$ cat src/rtl/fifo_pkg.sv
// Shared FIFO controller definitions: FWFT state encoding and pointer width derivation.
package fifo_pkg;

  typedef enum logic {
    S_EMPTY = 1'b0,
    S_VALID = 1'b1
  } fwft_state_e;

  // One extra pointer bit distinguishes full from empty when the low bits match.
  localparam int unsigned PTR_EXTRA_BITS = 1;

  function automatic int unsigned ptr_width(input int unsigned addr_width);
    return addr_width + PTR_EXTRA_BITS;
  endfunction

endpackage

$ cat src/rtl/fifo_ptr.sv
// Wrapping FIFO pointer: advances by STEP when enabled, wraps by natural overflow.
module fifo_ptr #(
  parameter int unsigned WIDTH = 7,
  parameter int unsigned STEP  = 4
) (
  input  logic             clk,
  input  logic             rst,
  input  logic             en,
  output logic [WIDTH-1:0] ptr,
  output logic [WIDTH-1:0] ptr_nxt
);

  localparam logic [WIDTH-1:0] STEP_W = WIDTH'(STEP);

  logic [WIDTH-1:0] ptr_q;
  logic [WIDTH-1:0] ptr_d;

  always_comb begin
    ptr_d = ptr_q;
    if (en) ptr_d = ptr_q + STEP_W;
  end

  always_ff @(posedge clk or posedge rst) begin
    if (rst) ptr_q <= '0;
    else     ptr_q <= ptr_d;
  end

  assign ptr     = ptr_q;
  assign ptr_nxt = ptr_d;

endmodule

$ cat src/rtl/sync_fifo_ctrl.sv
// Single-clock mixed-width FIFO controller: pointers, RAM control and status flags.
// Define SYNC_FIFO_FWFT_EN for first-word-fall-through reads; default is standard 1-cycle reads.
module sync_fifo_ctrl
  import fifo_pkg::*;
#(
  parameter int unsigned RAM_DEPTH      = 64,
  parameter int unsigned RAM_ADDR_WIDTH = 6,
  parameter int unsigned WR_IND         = 4,
  parameter int unsigned RD_IND         = 8,
  parameter int unsigned AF_LEVEL       = 48,
  parameter int unsigned AE_LEVEL       = 16
) (
  input  logic                      clk,
  input  logic                      rst,
  input  logic                      wr_en,
  input  logic                      rd_en,
  output logic                      ram_wr_en,
  output logic [RAM_ADDR_WIDTH-1:0] ram_wr_addr,
  output logic [RAM_ADDR_WIDTH-1:0] ram_rd_addr,
  output logic                      full,
  output logic                      empty,
  output logic                      almost_full,
  output logic                      almost_empty,
  output logic                      rd_valid,
  output logic [RAM_ADDR_WIDTH:0]   fill_cnt,
  output logic                      wr_err,
  output logic                      rd_err
);

  localparam int unsigned PW = ptr_width(RAM_ADDR_WIDTH);

  localparam logic [PW-1:0] RD_STEP  = PW'(RD_IND);
  localparam logic [PW-1:0] FULL_LIM = PW'(RAM_DEPTH - WR_IND);
  localparam logic [PW-1:0] AF_LIM   = PW'(AF_LEVEL);
  localparam logic [PW-1:0] AE_LIM   = PW'(AE_LEVEL);

  logic          wr_acc, rd_acc, empty_w;
  logic [PW-1:0] wr_ptr, wr_ptr_nxt, rd_ptr, rd_ptr_nxt;
  logic [PW-1:0] fill, fill_d;
  logic          full_q, full_d, af_q, af_d, ae_q, ae_d;
  logic          wr_err_q, wr_err_d, rd_err_q, rd_err_d;

  assign wr_acc = wr_en & ~full_q;

  fifo_ptr #(.WIDTH(PW), .STEP(WR_IND)) u_wr_ptr (
    .clk(clk), .rst(rst), .en(wr_acc), .ptr(wr_ptr), .ptr_nxt(wr_ptr_nxt)
  );

  fifo_ptr #(.WIDTH(PW), .STEP(RD_IND)) u_rd_ptr (
    .clk(clk), .rst(rst), .en(rd_acc), .ptr(rd_ptr), .ptr_nxt(rd_ptr_nxt)
  );

  // Fill is the pointer difference; the next-pointer difference equals the incremental update.
  assign fill = wr_ptr - rd_ptr;

  always_comb begin
    fill_d   = wr_ptr_nxt - rd_ptr_nxt;
    full_d   = fill_d > FULL_LIM;
    af_d     = fill_d >= AF_LIM;
    ae_d     = fill_d <= AE_LIM;
    wr_err_d = wr_en & full_q;
    rd_err_d = rd_en & empty_w;
  end

  always_ff @(posedge clk or posedge rst) begin
    if (rst) begin
      full_q   <= 1'b0;
      af_q     <= 1'b0;
      ae_q     <= 1'b1;
      wr_err_q <= 1'b0;
      rd_err_q <= 1'b0;
    end else begin
      full_q   <= full_d;
      af_q     <= af_d;
      ae_q     <= ae_d;
      wr_err_q <= wr_err_d;
      rd_err_q <= rd_err_d;
    end
  end

`ifdef SYNC_FIFO_FWFT_EN
  fwft_state_e state_q, state_d;

  always_comb begin
    state_d = state_q;
    case (state_q)
      S_EMPTY: if (fill >= RD_STEP) state_d = S_VALID;
      S_VALID: if (rd_en) state_d = ((fill - RD_STEP) >= RD_STEP) ? S_VALID : S_EMPTY;
      default: state_d = S_EMPTY;
    endcase
  end

  always_ff @(posedge clk or posedge rst) begin
    if (rst) state_q <= S_EMPTY;
    else     state_q <= state_d;
  end

  assign rd_valid    = (state_q == S_VALID);
  assign empty_w     = ~rd_valid;
  assign rd_acc      = rd_en & rd_valid;
  // Next read pointer is rd_ptr when holding and rd_ptr + RD_IND on a pop: the look-ahead address.
  assign ram_rd_addr = rd_ptr_nxt[RAM_ADDR_WIDTH-1:0];
`else
  logic empty_q, empty_d, rd_valid_q;

  assign empty_d = fill_d < RD_STEP;

  always_ff @(posedge clk or posedge rst) begin
    if (rst) begin
      empty_q    <= 1'b1;
      rd_valid_q <= 1'b0;
    end else begin
      empty_q    <= empty_d;
      rd_valid_q <= rd_acc;
    end
  end

  assign empty_w     = empty_q;
  assign rd_acc      = rd_en & ~empty_q;
  assign rd_valid    = rd_valid_q;
  assign ram_rd_addr = rd_ptr[RAM_ADDR_WIDTH-1:0];
`endif

  assign ram_wr_en    = wr_acc;
  assign ram_wr_addr  = wr_ptr[RAM_ADDR_WIDTH-1:0];
  assign full         = full_q;
  assign empty        = empty_w;
  assign almost_full  = af_q;
  assign almost_empty = ae_q;
  assign fill_cnt     = fill;
  assign wr_err       = wr_err_q;
  assign rd_err       = rd_err_q;

endmodule

$ cat config.mk
export PLATFORM = sky130hd
export DESIGN_NAME = sync_fifo_ctrl
export DESIGN_NICKNAME = d
export VERILOG_FILES = /design/src/rtl/fifo_pkg.sv /design/src/rtl/fifo_ptr.sv /design/src/rtl/sync_fifo_ctrl.sv
export SDC_FILE = /design/constraint.sdc
export NUM_CORES = 1
export LEC_CHECK = 0
export ABC_CLOCK_PERIOD_IN_PS = 2400
export BUFFER_PORTS_ARGS = -buffer_cell sky130_fd_sc_hd__buf_2
export CAP_MARGIN = 20
export CORE_ASPECT_RATIO = 0.5
export CORE_MARGIN = 8
export CORE_UTILIZATION = 40
export DETAILED_ROUTE_END_ITERATION = 12
export GPL_TIMING_DRIVEN = 1
export MAX_ROUTING_LAYER = met4
export SYNTH_ARGS = -nofsm -noshare
export SYNTH_HDL_FRONTEND = slang
export SYNTH_HIERARCHICAL = 1
export SYNTH_SLANG_ARGS = --single-unit
$ cat constraint.sdc
create_clock -name clk -period 2.4 [get_ports clk]
set_input_delay 0.12 -clock clk [delete_from_list [all_inputs] [get_ports clk]]
set_output_delay 0.12 -clock clk [all_outputs]
set_load 0.03 [all_outputs]
# --- Yosys cells after proc, flatten, opt, wreduce, memory -nomap -nowiden ---
# Cells that the tools add are included.
word_totals:
  register_bits: 21
  elab_cells: 25
classes:
  muxes: 2
  order_cmp: 4
  n_addsub: 4
  bitwise: 6
ops:
  columns: ["op", "n"]
  rows:
  - ["$mux 7", 2]
  - ["$sub 7x7->7", 2]
  - ["$add 7x3->7 const B", 1]
  - ["$add 7x4->7 const B", 1]
  - ["$ge 7x6->1 const B", 1]
  - ["$gt 7x6->1 const B", 1]
  - ["$le 7x5->1 const B", 1]
  - ["$lt 7x4->1 const B", 1]
  - ["$and 1x1->1", 4]
  - ["$not 1->1", 2]

# --- Logic depth before layout (Yosys ltp) ---
# Gate-level depths: netlist of run 1.
depth:
  ltp_word: 5
  mapped_depth: 10
  ltp_nobuf: 10

# --- Modules after synthesis ---
# The synthesis of run 1 kept the hierarchy.
by_module_without_submodules:
  columns: ["module", "cells_each", "n_inst", "seq_area_each_um2", "area_per_inst_um2"]
  rows:
  - ["sync_fifo_ctrl", 103, 1, 177.7, 874.6]
  - ["fifo_ptr (u_wr_ptr)", 20, 1, 125.1, 237.7]
  - ["fifo_ptr (u_rd_ptr)", 19, 1, 100.1, 212.7]

# --- Least setup slack after synthesis of run 1 ---
# No wires, ideal clock.
synth_path:
  path_type: "register to register"
  start: "register full_q (netlist: full)"
  end: "register empty_q (netlist: empty)"
  n_path_buf: 0
  path_slack_ns: -0.382
  required_time_ns: 2.310
  t_arrival_ns: 2.692
  synth_period_minus_slack_ns: 2.782
  path_stages_with_launch: 9
  path_cell_list: "dfrtp_1 nor2b_1 mux2_2 ha_1 o21ai_0 o21bai_1 a21oi_2 xnor2_1 nor4_2"
synth_between:
  elab_chain_len: 5
synth_rtl:
  columns: ["item", "line_no", "text"]
  rows:
  - ["start, declared", "sync_fifo_ctrl.sv:40", "logic full_q, full_d, af_q, af_d, ae_q, ae_d;"]
  - ["start signal, assigned", "sync_fifo_ctrl.sv:73", "full_q <= full_d;"]
  - ["$not 1->1", "sync_fifo_ctrl.sv:43", "assign wr_acc = wr_en & ~full_q;"]
  - ["$and 1x1->1", "sync_fifo_ctrl.sv:43", null]
  - ["via ram_wr_en", "sync_fifo_ctrl.sv:17", "output logic ram_wr_en,"]
  - ["$mux 7", "fifo_ptr.sv:20", "if (en) ptr_d = ptr_q + STEP_W;"]
  - ["via wr_ptr_nxt[3]", "sync_fifo_ctrl.sv:38", "logic [PW-1:0] wr_ptr, wr_ptr_nxt, rd_ptr, rd_ptr_nxt;"]
  - ["$sub 7x7->7", "sync_fifo_ctrl.sv:57", "fill_d = wr_ptr_nxt - rd_ptr_nxt;"]
  - ["$lt 7x4->1", "sync_fifo_ctrl.sv:106", "assign empty_d = fill_d < RD_STEP;"]
  - ["via empty_d", "sync_fifo_ctrl.sv:104", "logic empty_q, empty_d, rd_valid_q;"]
  - ["end signal, assigned", "sync_fifo_ctrl.sv:113", "empty_q <= empty_d;"]
  - ["end, declared", "sync_fifo_ctrl.sv:104", null]
# The timed path passes the listed nets, and every way through them passes these cells.

# --- Worst setup path after layout of run 1 ---
layout_path:
  start: "register full_q (netlist: full)"
  end: "register af_q (netlist: almost_full)"
layout_between:
  elab_chain_len: 5
layout_rtl:
  columns: ["item", "line_no", "text"]
  rows:
  - ["$not 1->1", "sync_fifo_ctrl.sv:43", null]
  - ["$and 1x1->1", "sync_fifo_ctrl.sv:43", null]
  - ["$mux 7", "fifo_ptr.sv:20", null]
  - ["via wr_ptr_nxt[5]", "sync_fifo_ctrl.sv:38", null]
  - ["$sub 7x7->7", "sync_fifo_ctrl.sv:57", null]
  - ["$ge 7x6->1", "sync_fifo_ctrl.sv:59", "af_d = fill_d >= AF_LIM;"]
  - ["via af_d", "sync_fifo_ctrl.sv:40", null]
  - ["end signal, assigned", "sync_fifo_ctrl.sv:68", "af_q <= 1'b0;"]
  - ["end signal, assigned", "sync_fifo_ctrl.sv:74", "af_q <= af_d;"]
  - ["end, declared", "sync_fifo_ctrl.sv:40", null]
# The timed path passes the listed nets, and every way through them passes these cells.

==> metrics.md, run 1 <==
| Metric | Value |
|---|---|
| CP startpoint kind | `flop` |
| Total track usage | `9.987%` |
| Final Hold Viols | `0` |
| Synth Register Bits | `16` |
| Share of cells above drive strength 1 | `25.15%` |
| # Max-Cap Violations | `0` |
| Clock Sinks | `16` |
| Pre-antenna DRT Iters | `3` |
| Antenna Cells | `0` |
| Post-route DRC | `0` |
| Via density | `4.659` |
| Sequential share of the synthesized area | `30.41%` |
| Starting Density | `42.98%` |
| Chip width | `97.40 um` |
| Detail Route Antenna Nets | `0` |
| Setup-failing EPs final | `0` |
| Min Tclk post-route | `2.242 ns` |
| CTS tree | `built` |
| Placed Cells | `206` |
| Distinct cells, synth | `41` |
| Root Buffer | `clkbuf_8` |
| Most frequent cells in the layout | `23 x inv_1, 23 x buf_2, 14 x ha_1, 14 x dfrtp_1, 10 x conb_1` |
| CP Capture Type | `flop` |
| Initial antenna violation count | `0` |
| Port Buffers | `23` |
| Grt ovf | `0` |
| Fmax | `446.1 MHz` |
| Core Util, Final | `50.41%` |
| Vias in the first global route | `983` |
| Synth Warn # | `6` |
| 1st-iter DRT viols | `23` |
| Critical path fanouts, max | `6` |
| Die area | `5522 um2` |
| GP Congestion | `0.7260` |
| # fillers | `298` |
| Area Growth Syn to Fin | `17.28%` |
| Synth Cell Area | `1325 um2` |
| TritonCTS Buffers | `3` |
| Cells after synthesis | `142` |
| Number of max-slew violations in the final report | `0` |
| First-pass GRT wire length | `4505 um` |
| CP required | `2.59 ns` |
| Detailed-route via count | `983` |
| Final Non-Filler Cells | `211` |
| Reg clk slew, reported paths | `0.06 ns` |
| Worst min path class | `in -> reg` |
| Final WL | `2483 um` |
| Fin area | `1554 um2` |
| Detail Placement HPWL | `2121 um` |
| Die Ht | `56.70 um` |
| Status | `finished, final reports clean` |
| Dpl cell area | `1475 um2` |
| Max Buffers Root-to-Sink | `2` |
| Number of H-tree levels | `1` |
| RSZ-0062 raised after global routing | `yes` |
| Num ports | `31` |
| Syn avg cell area | `9.331 um2` |
| Largest net degree at the start of global routing | `10` |
| Crit path arrival time | `2.43 ns` |
| Critical path class | `reg -> reg` |
| Avg WL per Cell | `11.77 um` |
| Core box area | `3083 um2` |
| Nets | `192` |
| # rows | `14` |
| Period utilization | `93.40%` |
| Layout Skew | `0.003276 ns` |
| Clk_lat worst skew | `0.25 ns` |
## layer usage
metal  share of wire [%]  global-route usage (%)
met5                   0                       -
met4                 1.7                   4.487
met3                 4.1                   2.927
met2                  45                   16.27
met1                  49                   11.21
## sequential cells by signal, summed over array words and instances (netlist names)
name          cells
almost_empty      1
almost_full       1
empty             1
full              1
rd_err            1
rd_valid          1
u_rd_ptr/ptr      4
u_wr_ptr/ptr      5
wr_err            1
## per-stage QoR
step / setup slack, ns / setup TNS (ns) / hold WS (ns)
after detailed placement: 0.1090 / 0 / 0.03256
after global placement: 0.1154 / 0 / 0.02976
after CTS: 0.08876 / 0 / 0.08358
after floorplan: 0.0008831 / 0 / -0.1139
final: 0.1584 / 0 / 0.08802
after global routing: -0.002347 / -0.002347 / 0.08633
## cell usage after synthesis
cell type  instances  area (um2)
inv_1             23       86.33
dfrtp_1           14       350.3
ha_1              14       175.2
buf_4             10       75.07
nor2_1             8       30.03
xnor2_1            8       70.07
nand2_1            7       26.28
nor2b_1            6       37.54
xor2_1             6       52.55
and2_1             3       18.77
nand4_1            3       18.77
o21ai_1            3       15.01
a21boi_1           2       15.01
conb_1             2       7.510
dfstp_2            2       52.55
fa_1               2       40.04
mux2_2             2       22.52
o2111ai_1          2       17.52
o21a_1             2       15.01
o21ai_0            2       10.01
a211oi_2           1       12.51
a21oi_1            1       5.000
a21oi_2            1       8.760
a311o_1            1       10.01
a311oi_1           1       8.760
nand2b_1           1       6.260
nand3_1            1       5.000
nand3b_1           1       7.510
nor3_1             1       5.000
nor3b_1            1       7.510
nor4_1             1       6.260
nor4_2             1       12.51
o211ai_1           1       7.510
o21bai_1           1       7.510
o22ai_2            1       12.51
o31a_1             1       8.760
o31ai_1            1       7.510
or2_1              1       6.260
or3_1              1       6.260
or4b_1             1       10.01
xnor2_4            1       27.53
## critical path, stage by stage (launching register included)
cell	delay, ns
dfrtp_1	0.41
nor2b_4	0.21
nand4_1	0.16
xnor2_2	0.18
ha_1	0.35
inv_1	0.08
or3_1	0.31
o211ai_1	0.28
nand2_1	0.11
nand2_1	0.09
## cells by family after synthesis
family	synth area share (%)
AOI/OAI and AO/OA	12.18
DFF	30.41
other	0.5668
and+or+nand+nor	15.39
xor gates and xnor gates	11.33
muxes	1.700
adders and majority gates	16.24
buffers and inverters	12.18
## path summary, 6_finish.rpt
check                      cells after the start  slack (ns)         endpoint  startpoint
min reg2reg                                    1        0.55           rd_err       empty
min                                            2        0.09           wr_err       wr_en
max reg2reg                                    9        0.16      almost_full        full
max in group asynchronous                      3        1.77            empty         rst
max                                            9        0.16      almost_full        full
min in group asynchronous                      3        0.32  u_rd_ptr/ptr[3]         rst
## area by class of cell
| cell class | count | area [um2] | share of cell area, % |
|---|---|---|---|
| clock buffer | 4 | 55.05 | 3.543 |
| multi-input combinational | 101 | 812.0 | 52.25 |
| tap | 40 | 50.05 | 3.221 |
| sequential | 16 | 402.9 | 25.93 |
| timing repair buffer | 27 | 147.6 | 9.501 |
| inverter | 23 | 86.33 | 5.556 |
## what timing repair did
item | in CTS | in global routing
endpoints found under the hold margin | 14 | 0
endpoints found under the setup margin | 0 | 5
buffers inserted | 0 | 0
gates resized for setup | 0 | 4
hold buffers | 1 | 0
Power of run 1 is not shown: default switching activity piles up to over one toggle a cycle in this logic, so the estimate is an artifact.
==> inputs of run 2 (changes only) <==
--- a/config.mk
+++ b/config.mk
@@ -5,6 +5,7 @@
 export SDC_FILE = /design/constraint.sdc
 export NUM_CORES = 1
 export LEC_CHECK = 0
+export ABC_AREA = 1
 export ABC_CLOCK_PERIOD_IN_PS = 2400
 export BUFFER_PORTS_ARGS = -buffer_cell sky130_fd_sc_hd__buf_2
 export CAP_MARGIN = 20
@@ -13,7 +14,6 @@
 export CORE_UTILIZATION = 40
 export DETAILED_ROUTE_END_ITERATION = 12
 export GPL_TIMING_DRIVEN = 1
-export MAX_ROUTING_LAYER = met4
 export SYNTH_ARGS = -nofsm -noshare
 export SYNTH_HDL_FRONTEND = slang
 export SYNTH_HIERARCHICAL = 1
==> run 2 against run 1 <==
Net effect: wire length increased by 8.7%; cell area up 5.6%; register-to-register slack improved by 0.11 ns; fmax is 5.1% higher; die area is 6.5% higher; cell count up 30%; worst hold slack lost 0.012 ns; non-clock buffer count down 3; utilization shrank 2.6 points; critical path type unchanged.
==> metrics.md, run 2 <==
| Metric | Value |
|---|---|
| Status | `finished, final reports clean` |
| CP cell instances | `nor2_2 -> nand2_1 -> o21ai_0 -> nand2_1 -> ha_1 -> a21oi_1 -> nand3_2 -> nand2_1 -> nand2_1 -> o21bai_4` |
| WP buf/inv | `0` |
| Max reg flops | `5` |
| Setup-failing EPs final | `0` |
| # Max-Cap Violations | `0` |
| Nets | `245` |
| Max incr delay on CP | `0.40 ns` |
| Min Tclk post-route | `2.133 ns` |
| Number of max-slew violations in the final report | `0` |
| Final setup TNS | `0 ns` |
| Commonest non-fill, non-tap cell in the layout | `inv_1` |
| CP startpoint kind | `flop` |
| Initial antenna violation count | `0` |
| Synth Warn # | `6` |
| TritonCTS Buffers | `3` |
| Area Growth Syn to Fin | `14.20%` |
| 1st-iter DRT viols | `33` |
| First-pass GRT wire length | `4671 um` |
| Delay-heaviest family, CP | `simple AND/OR/NAND/NOR gates` |
| Synth Register Bits | `16` |
| Reg clk slew, reported paths | `0.06 ns` |
| Adder-cell share of the synthesized area | `14.98%` |
| Cells after synthesis | `198` |
| CP required | `2.53 ns` |
| Clock Sinks | `16` |
| Period utilization | `88.90%` |
| Post-synth EDFFs | `0` |
| R2R depth | `10` |
| Die area | `5881 um2` |
| Via density | `4.240` |
| Synth top area cells | `dfrtp_1 24%, ha_1 12%, inv_1 12%, nand2_1 11%, buf_4 5.2%` |
| Share of cells above drive strength 1 | `19.20%` |
| CTS tree | `built` |
| Worst Hold Launch | `rd_en` |
| Critical path fanouts, max | `6` |
| Synth Cell Area | `1436 um2` |
| Clk_lat worst skew | `0.24 ns` |
| Hold path depth | `3` |
| Root Buffer | `clkbuf_8` |
| RSZ-0062 raised after global routing | `no` |
| Synth Area in Compound Gates | `5.401%` |
| Post-synthesis xor/xnor area fraction | `7.317%` |
| Cell mode on critical path | `nand2_1` |
| Pre-antenna DRT Iters | `4` |
| Max Buffers Root-to-Sink | `2` |
| Detailed-route via count | `1166` |
| Yosys top cell area share | `24.39%` |
| Antenna Cells | `0` |
| R2r setup slk | `0.27 ns` |
| Starting Density | `41.82%` |
| Port Buffers | `23` |
| R2R Path Start | `full` |
| Number of H-tree levels | `1` |
| Critical path class | `reg -> reg` |
| Detail Route Antenna Nets | `0` |
| Final WS setup | `0.2665 ns` |
| Area leader, netlist | `dfrtp_1` |
| Grt ovf | `0` |
| Post-synthesis mux area share | `0%` |
| Distinct cells, synth | `24` |
| Critical Path Source | `full` |
| Final Hold Viols | `0` |
| Die Ht | `58.38 um` |
| # rows | `15` |
| Top cells by instance count after synthesis | `46 x inv_1, 42 x nand2_1, 15 x nor2_1` |
| Simple-gate share of the synthesized area | `26.22%` |
| Worst r2r dst | `full` |
| Hold EP | `rd_err` |
| Main synth FF type | `dfrtp_1` |
| Post-route DRC | `0` |
| Detail Placement HPWL | `2400 um` |
| Syn avg cell area | `7.254 um2` |
| Pre-CTS setup slack | `0.1370 ns` |
| Layout Skew | `0.004627 ns` |
| Num ports | `31` |
| Largest family of logic cells by synthesized area | `simple AND/OR/NAND/NOR gates` |
| Chip width | `100.7 um` |
| Most frequent cells in the layout | `46 x inv_1, 42 x nand2_1, 23 x buf_2` |
| Avg WL per Cell | `9.815 um` |
| Count leader, synth | `inv_1` |
| Worst min path class | `in -> reg` |
| Sequential share of the synthesized area | `28.05%` |
| Total track usage | `9.650%` |
| Vias in the first global route | `1101` |
| Final WL | `2699 um` |
| CP Capture Type | `flop` |
| Placed Cells | `270` |
| Crit-path slowest cell | `dfrtp_1` |
| GP Congestion | `0.7940` |
| Final Non-Filler Cells | `275` |
| Largest net degree at the start of global routing | `10` |
| Crit path arrival time | `2.26 ns` |
| Core box area | `3435 um2` |
| Fmax | `468.7 MHz` |
| Ys async rst share | `100.0%` |
==> run 2: cell types whose count changed after synthesis, sizes merged, moves of 3 or more <==
cell   change
a21oi      +3
nor2b      -6
inv       +24
nand2     +41
xnor2      -3
and2       -3
nand3     +13
nor2       +7
==> run 2: per-stage QoR <==
step	area [um2]	hold slack (ns)	util, %
floorplan	1469	-0.1139	-
global placement	1573	0.03578	45.79
detailed placement	1573	0.03560	45.79
CTS	1638	0.07203	47.69
global route	1640	0.1120	47.76
finish	1640	0.07637	47.76
==> run 2: layout make-up <==
type                       count  area [um2]
fill                         347        1794
multi-input combinational    133       817.0
sequential                    16       402.9
inverter                      47       176.4
timing repair buffer          24       125.1
tap                           51       63.81
clock buffer                   4       55.05
==> run 2: worst min-delay path: stages <==
cell and delay [ns]:
buf_2 0.09, nand2_1 0.04, inv_1 0.04
==> run 2: per-layer routing <==
metal	routed length, um	vias to the layer above	global-route usage, %
li1	-	631	-
met1	1252	517	10.67
met2	1310	16	18.33
met3	113	2	2.115
met4	23	0	2.553
met5	0	-	0
==> run 2: how the worst max path moves through the flow <==
stage | end | depth (start not counted)
after global placement | full | 11
final | full | 10
after detailed placement | full | 11
after CTS | full | 11
after global routing | almost_empty | 13
after floorplan | full | 10
==> run 2: timing repair <==
item,4_1_cts,5_1_grt
hold buffers,1,0
setup endpoints to repair,0,3
hold endpoints to repair,14,0
setup buffers,0,0
gates resized for setup,0,1
==> run 2: logic make-up after synthesis <==
family	after synthesis
other cells	2
fa+ha+maj	16
simple gates	83
xor+xnor	12
compound gates	12
flops	16
buf+inv	57
Power of run 2 is left out for the same reason.
==> inputs of run 3 (changes only) <==
--- a/config.mk
+++ b/config.mk
@@ -5,8 +5,6 @@
 export SDC_FILE = /design/constraint.sdc
 export NUM_CORES = 1
 export LEC_CHECK = 0
-export ABC_AREA = 1
-export ABC_CLOCK_PERIOD_IN_PS = 2400
 export BUFFER_PORTS_ARGS = -buffer_cell sky130_fd_sc_hd__buf_2
 export CAP_MARGIN = 20
 export CORE_ASPECT_RATIO = 0.5
==> run 3 against run 2 <==
Net effect: critical path depth down 1; worst setup slack worse by 0.11 ns; cell count down 23%; register-to-register slack worse by 0.11 ns; die area down 6.1%; via count down 16%.
==> metrics.md, run 3 (synthesized netlist as in run 1, its figures left out) <==
| Metric | Value |
|---|---|
| Status | `finished, final reports clean` |
| Share of cells above drive strength 1 | `25.15%` |
| Pre-CTS setup slack | `0.1090 ns` |
| Area Growth Syn to Fin | `17.28%` |
| Layout Skew | `0.003296 ns` |
| Num ports | `31` |
| Chip width | `97.40 um` |
| Delay-heaviest family, CP | `simple AND/OR/NAND/NOR gates` |
| Max reg flops | `5` |
| Port Buffers | `23` |
| 1st-iter DRT viols | `23` |
| Min Tclk post-route | `2.241 ns` |
| Die area | `5522 um2` |
| First-pass GRT wire length | `4498 um` |
| Met2 Usage GRT | `16.27%` |
| RSZ-0062 raised after global routing | `yes` |
| Starting Density | `42.98%` |
| CP Capture Type | `flop` |
| Max Buffers Root-to-Sink | `2` |
| # rows | `14` |
| Final WS setup | `0.1585 ns` |
| Period utilization | `93.39%` |
| CP cell instances | `nor2b_4 -> nand4_1 -> xnor2_2 -> ha_1 -> inv_1 -> or3_1 -> o211ai_1 -> nand2_1 -> nand2_1` |
| Fin area | `1554 um2` |
| Crit path arrival time | `2.43 ns` |
| Max incr delay on CP | `0.41 ns` |
| Fmax | `446.1 MHz` |
| Avg WL per Cell | `11.77 um` |
| Cell mode on critical path | `nand2_1` |
| TritonCTS Buffers | `3` |
| Final Hold Viols | `0` |
| Clk_lat worst skew | `0.25 ns` |
| Post-route DRC | `0` |
| Critical path fanouts, max | `6` |
| Detail Route Antenna Nets | `0` |
| CTS tree | `built` |
| CP required | `2.59 ns` |
| Final WL | `2483 um` |
| CP startpoint kind | `flop` |
| # Max-Cap Violations | `0` |
| Via density | `4.659` |
| Clock Sinks | `16` |
| Pre-antenna DRT Iters | `3` |
| Grt ovf | `0` |
| Hold slack | `0.08803 ns` |
| Core box area | `3083 um2` |
| Detail Placement HPWL | `2121 um` |
| GR Layer Usage met3 | `2.927%` |
| Root Buffer | `clkbuf_8` |
| Met1 Use GR | `11.21%` |
| Dpl cell area | `1475 um2` |
| WP buf/inv | `1` |
| Initial antenna violation count | `0` |
| Setup-failing EPs final | `0` |
| GP Congestion | `0.7177` |
| Postcts setup bufs | `0` |
| Critical path class | `reg -> reg` |
| # fillers | `298` |
| Largest net degree at the start of global routing | `10` |
| Vias in the first global route | `984` |
| Antenna Cells | `0` |
| Nets | `192` |
| Total track usage | `9.719%` |
| Number of max-slew violations in the final report | `0` |
| Die Ht | `56.70 um` |
| Most frequent cells in the layout | `23 x inv_1, 23 x buf_2, 14 x ha_1, 14 x dfrtp_1, 10 x conb_1` |
| Reg clk slew, reported paths | `0.06 ns` |
| Crit-path slowest cell | `dfrtp_1` |
| Worst min path class | `in -> reg` |
| Top Usage Layer GRT | `met2` |
| Number of H-tree levels | `1` |
| Detailed-route via count | `983` |
## run 3: changes by cell type in the layout (fill, tap and decap cells not counted), moves of 3 or more
cell,change
and2_1,+3
buf_4,+3
nor2b_1,+4
nand2_2,-6
nand3_1,-9
a21oi_1,-4
o21ai_1,+3
nand3_2,-4
nand2_1,-35
inv_1,-23
nor2_1,-5
## run 3: area by class of cell
| class | instances | area, um2 | area share (%) |
|---|---|---|---|
| multi-input cells | 101 | 812.0 | 52.25 |
| flip-flops and latches | 16 | 402.9 | 25.93 |
| repair buffers | 27 | 147.6 | 9.501 |
| inverters | 23 | 86.33 | 5.556 |
| clock buffers | 4 | 55.05 | 3.543 |
| well taps | 40 | 50.05 | 3.221 |
## run 3: path summary, 6_finish.rpt
check                      depth (start not counted)              end  start  slack (ns)
max reg2reg                                        9      almost_full   full        0.16
min reg2reg                                        1           rd_err  empty        0.55
min                                                2           wr_err  wr_en        0.09
max                                                9      almost_full   full        0.16
min in group asynchronous                          3  u_rd_ptr/ptr[3]    rst        0.32
max in group asynchronous                          3            empty    rst        1.77
## run 3: per-layer routing
| layer | vias to the layer above | wire (um) |
|---|---|---|
| met4 | 0 | 41 |
| met5 | - | 0 |
| li1 | 514 | - |
| met1 | 449 | 1223 |
| met3 | 5 | 103 |
| met2 | 15 | 1115 |
## run 3: what timing repair did
action                                 in CTS  in global routing
gates resized for setup                     0                  4
hold buffers                                1                  0
setup endpoints to repair                   0                  5
endpoints found under the hold margin      14                  0
## run 3: through the flow
step / setup TNS [ns] / instances / util (%)
after global routing: -0.002347 / 211 / 50.41
final: 0 / 211 / 50.41
after global placement: 0 / 206 / 47.85
after floorplan: 0 / 150 / -
after detailed placement: 0 / 206 / 47.85
after CTS: 0 / 211 / 49.96
## run 3: worst reg2reg max path, delay by kind of cell (launching register included)
kind | cells | cell delay (ns)
simple gates | 5 | 0.88
flops | 1 | 0.41
fa+ha+maj | 1 | 0.35
compound gates | 1 | 0.28
xor+xnor | 1 | 0.18
buf+inv | 1 | 0.08
Power of run 3 is left out for the same reason.
